==> config.mk <==
export PLATFORM = sky130hd
export DESIGN_NAME = ex_issue
export DESIGN_NICKNAME = d
export VERILOG_FILES = /design/src/rtl/alu_pkg.sv /design/src/rtl/alu_decode.sv /design/src/rtl/ex_issue.sv
export SDC_FILE = /design/constraint.sdc
export NUM_CORES = 1
export LEC_CHECK = 0
export BUFFER_PORTS_ARGS = -buffer_cell sky130_fd_sc_hd__buf_2
export CAP_MARGIN = 20
export CORE_MARGIN = 5
export CORE_UTILIZATION = 45
export CTS_CLUSTER_DIAMETER = 50
export DETAILED_ROUTE_END_ITERATION = 16
export HOLD_SLACK_MARGIN = 0.06
export PLACE_DENSITY = 0.9
export RECOVER_POWER = 50
export SLEW_MARGIN = 20
export SYNTH_ARGS = -nofsm -noshare
export SYNTH_HDL_FRONTEND = slang
export SYNTH_SLANG_ARGS = --single-unit
==> constraint.sdc <==
create_clock -name clk -period 5.05 [get_ports clk]
set_clock_uncertainty 0.1 [all_clocks]
set_input_delay 1.01 -clock clk [delete_from_list [all_inputs] [get_ports clk]]
set_output_delay 1.01 -clock clk [all_outputs]
set_load 0.01 [all_outputs]
==> src/rtl/alu_pkg.sv <==
// Shared ALU op codes, RV32I opcode constants and issue-stage operand selects.
// Consumed by the issue stage and the ALU.
package alu_pkg;

  typedef enum logic [3:0] {
    ALU_ADD  = 4'd0,
    ALU_SUB  = 4'd1,
    ALU_SLL  = 4'd2,
    ALU_XOR  = 4'd3,
    ALU_OR   = 4'd4,
    ALU_AND  = 4'd5,
    ALU_SRL  = 4'd6,
    ALU_SRA  = 4'd7,
    ALU_SLT  = 4'd8,
    ALU_SLTU = 4'd9
  } alu_op_e;

  localparam logic [6:0] OP     = 7'b0110011;
  localparam logic [6:0] OP_IMM = 7'b0010011;
  localparam logic [6:0] LUI    = 7'b0110111;
  localparam logic [6:0] AUIPC  = 7'b0010111;

  typedef enum logic [1:0] {
    A_ZERO,
    A_RS1,
    A_PC
  } a_sel_e;

  typedef enum logic [1:0] {
    B_ZERO,
    B_RS2,
    B_IMM,
    B_RS2_SHAMT
  } b_sel_e;

  // alt selects SUB over ADD and SRA over SRL; ignored for the other funct3 values
  function automatic alu_op_e op_from_funct3(input logic [2:0] funct3, input logic alt);
    alu_op_e op;
    case (funct3)
      3'b000:  op = alt ? ALU_SUB : ALU_ADD;
      3'b001:  op = ALU_SLL;
      3'b010:  op = ALU_SLT;
      3'b011:  op = ALU_SLTU;
      3'b100:  op = ALU_XOR;
      3'b101:  op = alt ? ALU_SRA : ALU_SRL;
      3'b110:  op = ALU_OR;
      default: op = ALU_AND;
    endcase
    return op;
  endfunction

endpackage

==> src/rtl/alu_decode.sv <==
// Combinational RV32I ALU-class decoder: instruction word to op, operand
// selects, immediate, register indices, write enable and illegal flag.
module alu_decode
  import alu_pkg::*;
(
  input  logic [31:0] instr,
  output alu_op_e     alu_op,
  output a_sel_e      a_sel,
  output b_sel_e      b_sel,
  output logic [31:0] imm,
  output logic [4:0]  rd,
  output logic [4:0]  rs1_idx,
  output logic [4:0]  rs2_idx,
  output logic        reg_write,
  output logic        illegal
);

  logic [6:0] opcode;
  logic [2:0] funct3;
  logic [6:0] funct7;
  logic       is_shift;

  assign opcode   = instr[6:0];
  assign funct3   = instr[14:12];
  assign funct7   = instr[31:25];
  assign rd       = instr[11:7];
  assign rs1_idx  = instr[19:15];
  assign rs2_idx  = instr[24:20];
  assign is_shift = (funct3 == 3'b001) || (funct3 == 3'b101);

  always_comb begin
    alu_op  = ALU_ADD;
    a_sel   = A_ZERO;
    b_sel   = B_ZERO;
    imm     = '0;
    illegal = 1'b0;
    case (opcode)
      OP: begin
        if ((funct7 == 7'b0000000) || (funct7 == 7'b0100000)) begin
          alu_op = op_from_funct3(funct3, funct7[5]);
          a_sel  = A_RS1;
          if (is_shift) b_sel = B_RS2_SHAMT;
          else          b_sel = B_RS2;
        end else begin
          illegal = 1'b1;
        end
      end
      OP_IMM: begin
        // only the shift encodings carry funct7; SLLI has no arithmetic variant
        if (((funct3 == 3'b001) && (funct7 != 7'b0000000)) ||
            ((funct3 == 3'b101) && (funct7 != 7'b0000000) && (funct7 != 7'b0100000))) begin
          illegal = 1'b1;
        end else begin
          alu_op = op_from_funct3(funct3, (funct3 == 3'b101) && funct7[5]);
          a_sel  = A_RS1;
          b_sel  = B_IMM;
          if (is_shift) imm = {27'b0, instr[24:20]};
          else          imm = {{20{instr[31]}}, instr[31:20]};
        end
      end
      LUI: begin
        b_sel = B_IMM;
        imm   = {instr[31:12], 12'b0};
      end
      AUIPC: begin
        a_sel = A_PC;
        b_sel = B_IMM;
        imm   = {instr[31:12], 12'b0};
      end
      default: illegal = 1'b1;
    endcase
  end

  assign reg_write = !illegal && (rd != 5'd0);

endmodule

==> src/rtl/ex_issue.sv <==
// Issue stage: one pipeline register between decode and the ALU, with
// operand selection, x0 zeroing and optional writeback forwarding
// (enabled by defining EX_ISSUE_FORWARD_EN).
module ex_issue
  import alu_pkg::*;
(
  input  logic        clk,
  input  logic        reset,
  input  logic        in_valid,
  output logic        in_ready,
  input  logic [31:0] instr,
  input  logic [31:0] pc,
  input  logic [31:0] rs1_data,
  input  logic [31:0] rs2_data,
  input  logic [4:0]  rd_bypass,
  input  logic [31:0] rd_data_bypass,
  input  logic        reg_write_bypass,
  input  logic        flush,
  output logic        out_valid,
  input  logic        out_ready,
  output logic [31:0] alu_a,
  output logic [31:0] alu_b,
  output logic [3:0]  alu_op,
  output logic [4:0]  rd,
  output logic        reg_write,
  output logic        illegal
);

  alu_op_e     dec_op;
  a_sel_e      dec_a_sel;
  b_sel_e      dec_b_sel;
  logic [31:0] dec_imm;
  logic [4:0]  dec_rd;
  logic [4:0]  rs1_idx;
  logic [4:0]  rs2_idx;
  logic        dec_reg_write;
  logic        dec_illegal;

  alu_decode u_decode (
    .instr     (instr),
    .alu_op    (dec_op),
    .a_sel     (dec_a_sel),
    .b_sel     (dec_b_sel),
    .imm       (dec_imm),
    .rd        (dec_rd),
    .rs1_idx   (rs1_idx),
    .rs2_idx   (rs2_idx),
    .reg_write (dec_reg_write),
    .illegal   (dec_illegal)
  );

  logic [31:0] rs1_fwd;
  logic [31:0] rs2_fwd;

`ifdef EX_ISSUE_FORWARD_EN
  always_comb begin
    rs1_fwd = rs1_data;
    rs2_fwd = rs2_data;
    if (reg_write_bypass && (rd_bypass != 5'd0) && (rd_bypass == rs1_idx)) rs1_fwd = rd_data_bypass;
    if (reg_write_bypass && (rd_bypass != 5'd0) && (rd_bypass == rs2_idx)) rs2_fwd = rd_data_bypass;
  end
`else
  logic unused_bypass;
  assign unused_bypass = ^{rd_bypass, rd_data_bypass, reg_write_bypass};
  assign rs1_fwd = rs1_data;
  assign rs2_fwd = rs2_data;
`endif

  logic [31:0] rs1_val;
  logic [31:0] rs2_val;
  logic [31:0] op_a;
  logic [31:0] op_b;

  assign rs1_val = (rs1_idx == 5'd0) ? '0 : rs1_fwd;
  assign rs2_val = (rs2_idx == 5'd0) ? '0 : rs2_fwd;

  always_comb begin
    case (dec_a_sel)
      A_RS1:   op_a = rs1_val;
      A_PC:    op_a = pc;
      default: op_a = '0;
    endcase
    case (dec_b_sel)
      B_RS2:       op_b = rs2_val;
      B_IMM:       op_b = dec_imm;
      B_RS2_SHAMT: op_b = {27'b0, rs2_val[4:0]};
      default:     op_b = '0;
    endcase
  end

  logic        valid_q, valid_d;
  logic [31:0] alu_a_q, alu_a_d;
  logic [31:0] alu_b_q, alu_b_d;
  alu_op_e     alu_op_q, alu_op_d;
  logic [4:0]  rd_q, rd_d;
  logic        reg_write_q, reg_write_d;
  logic        illegal_q, illegal_d;
  logic        accept;

  assign in_ready = !valid_q || out_ready;
  assign accept   = in_valid && in_ready;

  // flush dominates; otherwise a load may coincide with the drain of the held entry
  always_comb begin
    valid_d     = valid_q;
    alu_a_d     = alu_a_q;
    alu_b_d     = alu_b_q;
    alu_op_d    = alu_op_q;
    rd_d        = rd_q;
    reg_write_d = reg_write_q;
    illegal_d   = illegal_q;
    if (flush) begin
      valid_d = 1'b0;
    end else if (accept) begin
      valid_d     = 1'b1;
      alu_a_d     = op_a;
      alu_b_d     = op_b;
      alu_op_d    = dec_op;
      rd_d        = dec_rd;
      reg_write_d = dec_reg_write;
      illegal_d   = dec_illegal;
    end else if (out_ready) begin
      valid_d = 1'b0;
    end
  end

  always_ff @(posedge clk or posedge reset) begin
    if (reset) begin
      valid_q     <= 1'b0;
      alu_a_q     <= '0;
      alu_b_q     <= '0;
      alu_op_q    <= ALU_ADD;
      rd_q        <= '0;
      reg_write_q <= 1'b0;
      illegal_q   <= 1'b0;
    end else begin
      valid_q     <= valid_d;
      alu_a_q     <= alu_a_d;
      alu_b_q     <= alu_b_d;
      alu_op_q    <= alu_op_d;
      rd_q        <= rd_d;
      reg_write_q <= reg_write_d;
      illegal_q   <= illegal_d;
    end
  end

  assign out_valid = valid_q;
  assign alu_a     = alu_a_q;
  assign alu_b     = alu_b_q;
  assign alu_op    = alu_op_q;
  assign rd        = rd_q;
  assign reg_write = reg_write_q;
  assign illegal   = illegal_q;

endmodule

Word level (Yosys, flattened, before mapping)
Index checks and enable logic that the tools add are counted.
Widths: inputs -> output; s select.

storage, ports and cells
  word-level logic and storage cells = 75
  flip-flop bits (word level) = 76

cells by class
  multiplexer cells = 29
  reductions and logical operators = 21
  equality and inequality tests = 17
  bitwise gates (word level) = 1

operator list
  kind                number
  $mux 32             4
  $pmux 32 s2         2
  $pmux 32 s3         1
  $pmux 4 s7          2
  $eq 7x6->1 const B  3
  $eq 7x5->1 const B  2
  $pmux 2 s3          2
  $mux 1              11
  $logic_not 5->1     2
  $eq 3x3->1 const B  3
  $mux 4              2
  $pmux 4 s2          1
  $logic_not 7->1     1
  $ne 7x6->1 const B  1
  $reduce_bool 7->1   1
  $eq 2x2->1 const B  3
  $eq 3x2->1 const B  2
  $logic_and 1x1->1   6
  $mux 2              3
  $reduce_bool 5->1   1
  $eq 2x1->1 const B  2
  $logic_or 1x1->1    4
  $eq 3x1->1 const B  1
  $logic_not 3->1     1
  other kinds (6)     7

Longest topological paths before layout
Gate-level depths: netlist of run 1.

  depth after elaboration = 8
  mapped depth = 11

Cells and area by module
A second synthesis of run 1 with hierarchy kept.

second synthesis, totals
  cells, all modules = 509
  area total of the unflattened synthesis = 4,892.2 um2

by module, submodules not included
  module      sequential area each (um2)  area each (um2)  cells each  times used
  ex_issue    1,901.8                     4,247.8          420         1
  alu_decode  0.0                         644.4            89          1

Worst setup path before layout of run 1
Ideal clock, no wire load.

  kind = input to register
  start point = in instr[4]
  end point = reg alu_a_q[0], in the netlist alu_a[0]
  arrival time = 2.713 ns
  library setup time = 0.083 ns
  cell stages on the path = 11
  setup slack = 2.154 ns
  path through = nand3_1 > or3_1 > clkbuf_1 > nor2_1 > nand2_1 > inv_1 > ha_1 > o21a_1 > clkbuf_1 > a22oi_1 > o21ai_0

on the way
  cells in the longest elaborated chain, start to end = 4
  elaborated cells between the ends (all ways) = 7
  classes of those cells = 5 x eq/ne; 2 x mux

RTL lines
  what                                             RTL line          text
  start, declared                                  ex_issue.sv:11    input logic [31:0] instr,
  $eq 7x5->1 / $eq 7x6->1 (equally long branches)  alu_decode.sv:37  case (opcode)
  $pmux 2 s3 *                                     alu_decode.sv:37
  $eq 2x2->1 / $eq 2x1->1 (equally long branches)  ex_issue.sv:78    case (dec_a_sel)
  $pmux 32 s2 *                                    ex_issue.sv:78
  end signal, assigned                             ex_issue.sv:138   alu_a_q <= alu_a_d;
  end, declared                                    ex_issue.sv:92    logic [31:0] alu_a_q, alu_a_d;

Every way passes the cells marked *; elsewhere a longest branch is shown, timed or not.
A chain may end at the register's enable or synchronous reset.

Worst setup path after layout of run 1
  start point = in instr[31]
  end point = reg alu_a_q[12], in the netlist alu_a[12]

on the way
  cells in the longest elaborated chain, start to end = 8
  elaborated cells between the ends (all ways) = 15
  classes of those cells = 4 x eq/ne; 4 x mux; 7 x reduce/logical

RTL lines
  what                                             RTL line                            text
  $reduce_bool 7->1                                alu_decode.sv:50, alu_decode.sv:51
  $logic_and 1x1->1 (2 in series)                  alu_decode.sv:51                    ((funct3 == 3'b101) && (funct7 != 7'b0000000) && (funct7 != 7'b0100000))) begin
  $logic_or 1x1->1                                 alu_decode.sv:50                    if (((funct3 == 3'b001) && (funct7 != 7'b0000000)) ||
  $mux 1                                           alu_decode.sv:50
  $pmux 2 s3 *                                     alu_decode.sv:37
  $eq 2x2->1 / $eq 2x1->1 (equally long branches)  ex_issue.sv:78
  $pmux 32 s2 *                                    ex_issue.sv:78

Marked as above.

==> results of run 1 <==
-- layout make-up --
cell class              instances  area share (%)
multi-input cells             298            32.7
clock buffers                   9            2.59
flip-flops and latches         76            39.7
repair buffers                215            20.8
clock inverters                 7            1.15
well taps                     102            2.67
inverters                       5           0.392
-- kinds of logic after synthesis --
logic type | count (synthesis) | share of synthesized area [%]
and+or+nand+nor | 166 | 20.1
AOI/OAI and AO/OA | 130 | 22.3
DFF | 76 | 52.9
buffers and inverters | 34 | 4.03
adders and majority gates | 2 | 0.695
-- worst paths after layout --
path	start	slack (ps)	endpoint
setup / recovery	instr[31]	1840	alu_a[12]$_DFFE_PP0P_
hold / removal	rd[2]$_DFFE_PP0P_	380	rd[2]$_DFFE_PP0P_
setup reg to reg	out_valid$_DFFE_PP0P_	2650	alu_b[12]$_DFFE_PP0P_
hold reg to reg	rd[2]$_DFFE_PP0P_	380	rd[2]$_DFFE_PP0P_
max in group asynchronous	reset	2720	alu_a[12]$_DFFE_PP0P_
min in group asynchronous	reset	910	alu_a[13]$_DFFE_PP0P_
-- state kept, by name, summed over array words and instances (netlist names) --
signal,cells
alu_a,32
alu_b,32
rd,5
alu_op,4
illegal,1
out_valid,1
reg_write,1
-- layout by cell type (no fill, tap or decap), drive strengths merged --
cell type	Yosys	final
clkbuf	24	85
and2	1	1
nor3	3	3
o31ai	1	1
o21ai	50	50
a31oi	14	14
nor4b	1	1
clkinv	0	1
inv	5	9
nand3	3	3
clkinvlp	0	2
nor2b	2	2
nor3b	1	1
a221oi	7	7
nor4	3	3
or4	4	4
dfrtp	76	76
buf	5	139
o22ai	2	2
o21a	2	2
a22oi	37	37
ha	2	2
nor2	39	39
o211ai	1	1
nand2b	4	4
o2111ai	1	1
nand4b	1	1
or3	2	2
a21oi	15	15
nand3b	1	1
nand2	101	101
-- power groups by stage --
stage | logic [mW] | registers (mW) | clock network (mW)
2_1_floorplan | 0.0661 | 0.679 | 0
3_3_place_gp | 0.185 | 0.664 | 0
3_5_place_dp | 0.189 | 0.665 | 0
4_1_cts | 0.190 | 0.653 | 0.442
5_1_grt | 0.201 | 0.658 | 0.472
6_report | 0.182 | 0.654 | 0.433
-- per-stage QoR --
stage / cells / util, % / cell area [sq um] / hold WS [ps]
final: 712 / 61.6 / 4790 / 378
after global routing: 712 / 61.6 / 4790 / 414
after CTS: 712 / 62.8 / 4870 / 381
after detailed placement: 696 / 60.5 / 4700 / 358
after global placement: 696 / 60.5 / 4700 / 357
after floorplan: 408 / - / 3600 / 414
-- critical path, stage by stage --
cell,delay [ps]
buf_2,140
nor4_1,480
nand2_1,140
o22ai_1,140
nand2_1,150
inv_1,90
ha_1,210
nand2b_1,600
o21ai_0,380
-- routing by layer --
| layer | track usage, % | share of wire (%) | vias up |
|---|---|---|---|
| met2 | 40.5 | 49 | 231 |
| li1 | - | - | 1824 |
| met5 | 0 | 0 | - |
| met3 | 6.24 | 11 | 30 |
| met4 | 10.8 | 2.8 | 0 |
| met1 | 28.5 | 37 | 1784 |
==> impl_metrics.env, run 1 <==
export IMPL_status="complete, no violations"
export IMPL_cts_tree="yes"
export IMPL_arrival_ps=3350
export IMPL_ant_nets=0
export IMPL_grt_max_degree=66
export IMPL_cts_setup_buffers=0
export IMPL_antenna_found_initial=0
export IMPL_hold_buffers=0
export IMPL_netlist_area_sq_mm=0.00360
export IMPL_comb_power_share_pct=14.3
export IMPL_setup_viol=0
export IMPL_syn_avg_cell_area_sq_um=8.82
export IMPL_synth_seq_cells=76
export IMPL_antenna_cells=0
export IMPL_synth_top_area_cell="dfrtp_1"
export IMPL_power_mw=1.27
export IMPL_vdd_drop_max_mv=0.129
export IMPL_power_leakage_nw=2.12
export IMPL_drive_above_1_share_pct=26.4
export IMPL_final_nets=778
export IMPL_setup_tns_ps=0
export IMPL_cp_required_ps=5190
export IMPL_power_internal_mw=0.895
export IMPL_max_freq_mhz=311
export IMPL_async_reset_ff_share_pct=100
export IMPL_grt_pass1_vias=3854
export IMPL_route_detailed_drc=0
export IMPL_globalplace_congestion=0.942
export IMPL_dr_pass1_iters=5
export IMPL_core_sq_mm=0.00777
export IMPL_grt_pass1_wl_microns=18900
export IMPL_clkPwrFrac_pct=34.1
export IMPL_multiInputGateArea_sq_mm=0.00156
export IMPL_area_delta_synth_final_pct=33.0
export IMPL_slew_headroom_pct=14.6
export IMPL_grt_usage_pct=23.9
export IMPL_synth_distinct_cells=36
export IMPL_critPathKind="input pin to flip-flop"
export IMPL_fillCellCount=705
export IMPL_die_w_microns=99.4
export IMPL_fin_crit_ps=3210
export IMPL_vias=3869
export IMPL_synth_edff_count=0
export IMPL_synth_nets=581
export IMPL_dieHeight_microns=99.4
export IMPL_ctsRootBufferMaster="clkbuf_8"
export IMPL_synth_area_leaders="dfrtp_1 (53%), nand2_1 (11%), a22oi_1 (7.7%), o21ai_0 (6.1%), nor2_1 (4.1%)"
export IMPL_rows=32
export IMPL_synth_top_area_share_pct=52.9
export IMPL_seqCellArea_sq_mm=0.00190
export IMPL_clk_latency_ps=350
export IMPL_hold_path_depth=2
export IMPL_drv_cap=0
export IMPL_pin_count=248
export IMPL_yosys_warnings=0
export IMPL_syn_inst=408
export IMPL_crit_path_end_kind="flip-flop"
export IMPL_post_route_period_util_pct=63.6
export IMPL_dp_hpwl_microns=9020
export IMPL_cts_buffer_depth=2
export IMPL_grt_setup_unrepaired="no"
export IMPL_dieArea_sq_mm=0.00989
export IMPL_path_clk_slew_ps=100
export IMPL_powerDensity_mw_per_mm2=265
export IMPL_finalMaxSlewViolations=0
export IMPL_hold_path_class="flip-flop to flip-flop"
export IMPL_r2r_cells=6
export IMPL_grt_overflow_total=0
export IMPL_critPathLaunchType="input pin"
export IMPL_swShare_pct=29.4
export IMPL_wirelength_microns=12100
export IMPL_switching_power_mw=0.373
export IMPL_wl_per_cell_microns=16.9
export IMPL_port_buffers=209
export IMPL_preCtsSetupSlack_ps=1230
export IMPL_drt_initial_drc_count=187
export IMPL_clock_sinks=76
export IMPL_critPathMaxFanout=32
export IMPL_numCtsBuffers=9
export IMPL_setup_ws_ps=1840
export IMPL_ctsResizeCount=0
export IMPL_seqPwrFrac_pct=51.6
export IMPL_hold_viol=0
export IMPL_synth_ff_type="dfrtp_1"
export IMPL_worst_slew_pin_slew_ps=1280
export IMPL_yosysMostFrequentCell="nand2_1"
export IMPL_cts_max_level=3
export IMPL_initial_core_util_pct=46.3
export IMPL_avgViaCountPerCell=5.43
export IMPL_synthTopCellsByCount="nand2_1 (101), dfrtp_1 (76), o21ai_0 (44)"
export IMPL_synth_seq_area_share_pct=52.9
(Power assumes the default switching activity.)
==> run 2, diff against run 1 <==
CORE_UTILIZATION = 38   (was 45)
PLACE_DENSITY = 0.82   (was 0.9)
clock period = 2.8 ns   (was 5.05 ns; I/O delays follow)
==> run 2 against run 1 <==
The run now ends with capacitance limit, slew limit left. Total power up 82%. Core utilization down 7.8 points. Global-route usage down 2.9 points. Critical path type unchanged. Largest power group unchanged.
==> impl_metrics.env, run 2 (synthesized netlist as in run 1, its figures left out) <==
export IMPL_dp_hpwl_microns=9290
export IMPL_antenna_cells=0
export IMPL_dieArea_sq_mm=0.0115
export IMPL_vias=3884
export IMPL_drt_initial_drc_count=213
export IMPL_max_freq_mhz=412
export IMPL_violations="capacitance limit, slew limit"
export IMPL_port_buffers=209
export IMPL_numCtsBuffers=9
export IMPL_setup_viol=0
export IMPL_postPlaceCellArea_sq_mm=0.00484
export IMPL_setup_tns_ps=0
export IMPL_rr_endpoint="alu_b[12]$_DFFE_PP0P_"
export IMPL_route_detailed_drc=0
export IMPL_hold_buffers=0
export IMPL_timing_rr_start="out_valid$_DFFE_PP0P_"
export IMPL_worst_slew_pin_slew_ps=1610
export IMPL_rows=35
export IMPL_grt_pass1_vias=3976
export IMPL_antenna_found_initial=1
export IMPL_crit_chain="buf_2, nor4_1, nand2_1, o22ai_1, nand2_1, inv_1, ha_1, o21a_1, buf_12, a22oi_1, o21ai_0"
export IMPL_cts_max_level=3
export IMPL_grt_usage_pct=21.0
export IMPL_hold_viol=0
export IMPL_wl_per_cell_microns=16.1
export IMPL_crit_path_end_kind="flip-flop"
export IMPL_clock_sinks=76
export IMPL_path_clk_slew_ps=80
export IMPL_hold_path_class="input pin to flip-flop"
export IMPL_finalMaxSlewViolations=34
export IMPL_die_w_microns=107
export IMPL_power_leakage_nw=2.33
export IMPL_status="finished, violations left"
export IMPL_final_common_cell="buf_2"
export IMPL_clk_latency_ps=340
export IMPL_pin_count=248
export IMPL_cts_setup_buffers=0
export IMPL_slowest_delay_ps=490
export IMPL_cts_tree="yes"
export IMPL_globalplace_congestion=0.862
export IMPL_final_nets=789
export IMPL_path_common_cell="nand2_1"
export IMPL_crit_end="alu_a[25]$_DFFE_PP0P_"
export IMPL_finish_instance_area_sq_mm=0.00497
export IMPL_arrival_ps=2570
export IMPL_critPathBufInv=3
export IMPL_critPathKind="input pin to flip-flop"
export IMPL_area_delta_synth_final_pct=38.1
export IMPL_drive_above_1_share_pct=33.6
export IMPL_avgViaCountPerCell=5.19
export IMPL_grt_setup_unrepaired="no"
export IMPL_cts_buffer_depth=2
export IMPL_dr_pass1_iters=5
export IMPL_ant_nets=0
export IMPL_critPathMaxFanout=32
export IMPL_grt_pass1_wl_microns=19200
export IMPL_vdd_drop_max_mv=0.244
export IMPL_fin_crit_ps=2430
export IMPL_critPathLaunchType="input pin"
export IMPL_dieHeight_microns=107
export IMPL_slowest_stage="nor4_1"
export IMPL_slew_headroom_pct=-7.77
export IMPL_post_route_period_util_pct=86.7
export IMPL_grt_max_degree=44
export IMPL_ctsRootBufferMaster="clkbuf_8"
export IMPL_final_cell_mix="buf_2 (172), nand2_1 (101), dfrtp_1 (76), o21ai_0 (44), nor2_1 (39)"
export IMPL_crit_cells=11
export IMPL_drv_cap=1
export IMPL_powerDensity_mw_per_mm2=463
export IMPL_initial_core_util_pct=38.9
export IMPL_cp_required_ps=2950
export IMPL_grt_overflow_total=0
export IMPL_r2r_cells=5
export IMPL_reg2reg_slack_ps=740
export IMPL_crit_family="simple AND/OR/NAND/NOR gates"
export IMPL_startpoint="instr[29]"
export IMPL_wirelength_microns=12100
export IMPL_core_sq_mm=0.00924
export IMPL_ctsResizeCount=0
run 2: report_power, final:
| part | switching (mW) | total (mW) | internal [mW] |
|---|---|---|---|
| registers | 0.0270 | 1.18 | 1.15 |
| logic | 0.194 | 0.336 | 0.142 |
| clock network | 0.390 | 0.789 | 0.399 |
run 2: how the worst min path moves through the flow:
| stage | cells past startpoint | from | endpoint | slack [ps] |
|---|---|---|---|---|
| floorplan | 2 | rd[0]$_DFFE_PP0P_ | rd[0]$_DFFE_PP0P_ | 410 |
| global placement | 2 | rd[3]$_DFFE_PP0P_ | rd[3]$_DFFE_PP0P_ | 360 |
| detailed placement | 2 | rd[3]$_DFFE_PP0P_ | rd[3]$_DFFE_PP0P_ | 360 |
| CTS | 2 | reset | illegal$_DFFE_PP0P_ | 190 |
| global route | 2 | flush | out_valid$_DFFE_PP0P_ | 300 |
| finish | 2 | flush | out_valid$_DFFE_PP0P_ | 300 |
run 2: metal layers:
layer  GRT usage (%)  wire length, microns  up-vias
met1            25.4                  4830     1822
met4            7.40                   240        2
li1                -                     -     1845
met2            36.5                  6000      191
met5               0                     7        -
met3            4.86                   988       24
run 2: through the flow:
step | std cells | hold slack (ps) | power, mW | util (%) | setup WS [ps]
global placement | 734 | 356 | 1.54 | 52.4 | 145
detailed placement | 734 | 360 | 1.55 | 52.4 | 29.1
global route | 748 | 300 | 2.43 | 53.8 | 133
CTS | 748 | 188 | 2.35 | 54.3 | 398
floorplan | 408 | 414 | 1.34 | - | 202
finish | 748 | 302 | 2.30 | 53.8 | 372
run 2: layout make-up:
class | instances | area, sq um
flip-flops and latches | 76 | 1900
well taps | 129 | 161
inverters | 5 | 20.0
clock buffers | 9 | 124
repair buffers | 226 | 1150
multi-input cells | 298 | 1560
clock inverters | 5 | 55.1
fillers | 922 | 4270
==> run 3, diff against run 2 <==
CORE_UTILIZATION = 39   (was 38)
CTS_BUF_LIST = sky130_fd_sc_hd__clkbuf_2   (was not set)
PLACE_DENSITY = 0.83   (was 0.82)
==> run 3 against run 2 <==
Highest routed layer unchanged. Final area down 0.10%. The run now ends clean. Non-clock buffer count grew 2. Die area fell by 2.3%. Global-route usage grew 0.61 points. Combinational power rose by 2%. Critical path type is now flip-flop to flip-flop. Worst setup slack gained 280 ps. Routed wire length decreased by 0.58%.
==> impl_metrics.env, run 3 (synthesized netlist as in run 1, its figures left out) <==
export IMPL_status="complete, no violations"
export IMPL_pin_count=248
export IMPL_instances_no_fill=732
export IMPL_comb_power_share_pct=15.1
export IMPL_timing_rr_start="out_valid$_DFFE_PP0P_"
export IMPL_rows=35
export IMPL_globalplace_congestion=0.888
export IMPL_slew_headroom_pct=9.84
export IMPL_fillCellCount=883
export IMPL_dp_cells=717
export IMPL_drv_cap=0
export IMPL_swShare_pct=26.3
export IMPL_crit_path_end_kind="flip-flop"
export IMPL_clk_latency_ps=490
export IMPL_critPathMaxFanout=13
export IMPL_setup_viol=0
export IMPL_cp_required_ps=3020
export IMPL_holdWs_ps=135
export IMPL_cts_max_level=3
export IMPL_ant_nets=0
export IMPL_r2r_cells=5
export IMPL_setup_tns_ps=0
export IMPL_drt_initial_drc_count=165
export IMPL_powerDensity_mw_per_mm2=457
export IMPL_grt_pass1_vias=4010
export IMPL_wl_per_cell_microns=16.4
export IMPL_port_buffers=209
export IMPL_numCtsBuffers=9
export IMPL_grt_max_degree=65
export IMPL_dieHeight_microns=106
export IMPL_worst_slew_pin_slew_ps=1340
export IMPL_hold_path_depth=2
export IMPL_ctsRootBufferMaster="clkbuf_2"
export IMPL_grt_usage_pct=21.6
export IMPL_route_detailed_drc=0
export IMPL_final_nets=791
export IMPL_reg2reg_slack_ps=650
export IMPL_drive_above_1_share_pct=35.1
export IMPL_hold_path_class="input pin to flip-flop"
export IMPL_min_to="out_valid$_DFFE_PP0P_"
export IMPL_final_common_cell="buf_2"
export IMPL_final_cell_mix="buf_2 (183), nand2_1 (101), dfrtp_1 (76), o21ai_0 (44), nor2_1 (39)"
export IMPL_grt_setup_unrepaired="no"
export IMPL_vdd_drop_max_mv=0.238
export IMPL_post_route_period_util_pct=76.9
export IMPL_cts_buffer_depth=2
export IMPL_power_leakage_nw=2.39
export IMPL_dr_pass1_iters=4
export IMPL_multiInputGateArea_sq_mm=0.00156
export IMPL_critPathLaunchType="flip-flop"
export IMPL_avgViaCountPerCell=5.31
export IMPL_switching_power_mw=0.598
export IMPL_seqCellArea_sq_mm=0.00190
export IMPL_seqPwrFrac_pct=51.9
export IMPL_hold_buffers=1
export IMPL_finalMaxSlewViolations=0
export IMPL_hold_viol=0
export IMPL_grt_pass1_wl_microns=19600
export IMPL_ctsResizeCount=0
export IMPL_critPathKind="flip-flop to flip-flop"
export IMPL_clock_sinks=76
export IMPL_hp_start="flush"
export IMPL_max_freq_mhz=465
export IMPL_rr_endpoint="alu_b[20]$_DFFE_PP0P_"
export IMPL_core_sq_mm=0.00911
export IMPL_initial_core_util_pct=39.5
export IMPL_die_w_microns=106
export IMPL_grt_overflow_total=0
export IMPL_path_clk_slew_ps=200
export IMPL_dp_hpwl_microns=9140
export IMPL_antenna_found_initial=1
export IMPL_clkPwrFrac_pct=33.0
export IMPL_area_delta_synth_final_pct=38.0
export IMPL_cts_tree="yes"
export IMPL_cts_setup_buffers=0
export IMPL_vias=3888
export IMPL_wirelength_microns=12000
export IMPL_power_internal_mw=1.67
export IMPL_arrival_ps=2380
export IMPL_fin_crit_ps=2150
export IMPL_antenna_cells=0
export IMPL_dieArea_sq_mm=0.0112
-- run 3: cell count changes in the layout (fill, tap and decap cells not counted), sizes merged --
cell | previous run | this run
clkinv | 2 | 1
buf | 189 | 199
clkbuf | 46 | 37
bufinv | 1 | 3
dlygate4sd3 | 0 | 1
clkinvlp | 3 | 2
-- run 3: through the flow --
stage / power (mW) / instance area [sq um] / utilization [%] / setup slack (ps)
floorplan: 1.34 / 3600 / - / 202
CTS: 2.31 / 5010 / 55.0 / 631
detailed placement: 1.55 / 4850 / 53.2 / 165
global placement: 1.54 / 4850 / 53.2 / 284
finish: 2.27 / 4970 / 54.5 / 648
global route: 2.38 / 4970 / 54.5 / 420
-- run 3: layer usage --
metal	vias up	GRT usage, %	part of all wire, %
met5	-	0	0.11
met4	2	7.96	2.2
met3	27	5.46	10
met2	213	37.4	49
met1	1794	26.0	39
li1	1852	-	-
-- run 3: area by class of cell --
| class | instances | share of cell area [%] |
|---|---|---|
| inverters | 5 | 0.403 |
| flip-flops and latches | 76 | 38.3 |
| well taps | 111 | 2.80 |
| multi-input cells | 298 | 31.3 |
| clock buffers | 9 | 0.907 |
| repair buffers | 228 | 24.2 |
| clock inverters | 5 | 2.07 |
-- run 3: power groups by stage --
stage / combinational [mW] / clock (mW) / sequential (mW)
after CTS: 0.354 / 0.778 / 1.18
final: 0.343 / 0.749 / 1.18
after detailed placement: 0.353 / 0 / 1.20
after global routing: 0.386 / 0.811 / 1.19
after floorplan: 0.119 / 0 / 1.22
after global placement: 0.343 / 0 / 1.20
-- run 3: critical path, cell delays in order, from the launching register on --
cell and delay [ps]:
dfrtp_1 420, nor2b_1 160, inv_1 80, nand3b_1 200, a21oi_1 830, a31oi_1 190
-- run 3: worst max path at each step --
stage                                     start                     to  slack [ps]  depth (start not counted)
after floorplan                           reset   alu_a[0]$_DFFE_PP0P_         200                          1
after global placement                instr[29]  alu_a[13]$_DFFE_PP0P_         280                         12
after detailed placement              instr[29]  alu_a[15]$_DFFE_PP0P_         160                         12
after CTS                 out_valid$_DFFE_PP0P_  alu_b[20]$_DFFE_PP0P_         630                          5
after global routing      out_valid$_DFFE_PP0P_  alu_b[27]$_DFFE_PP0P_         420                          5
final                     out_valid$_DFFE_PP0P_  alu_b[20]$_DFFE_PP0P_         650                          5
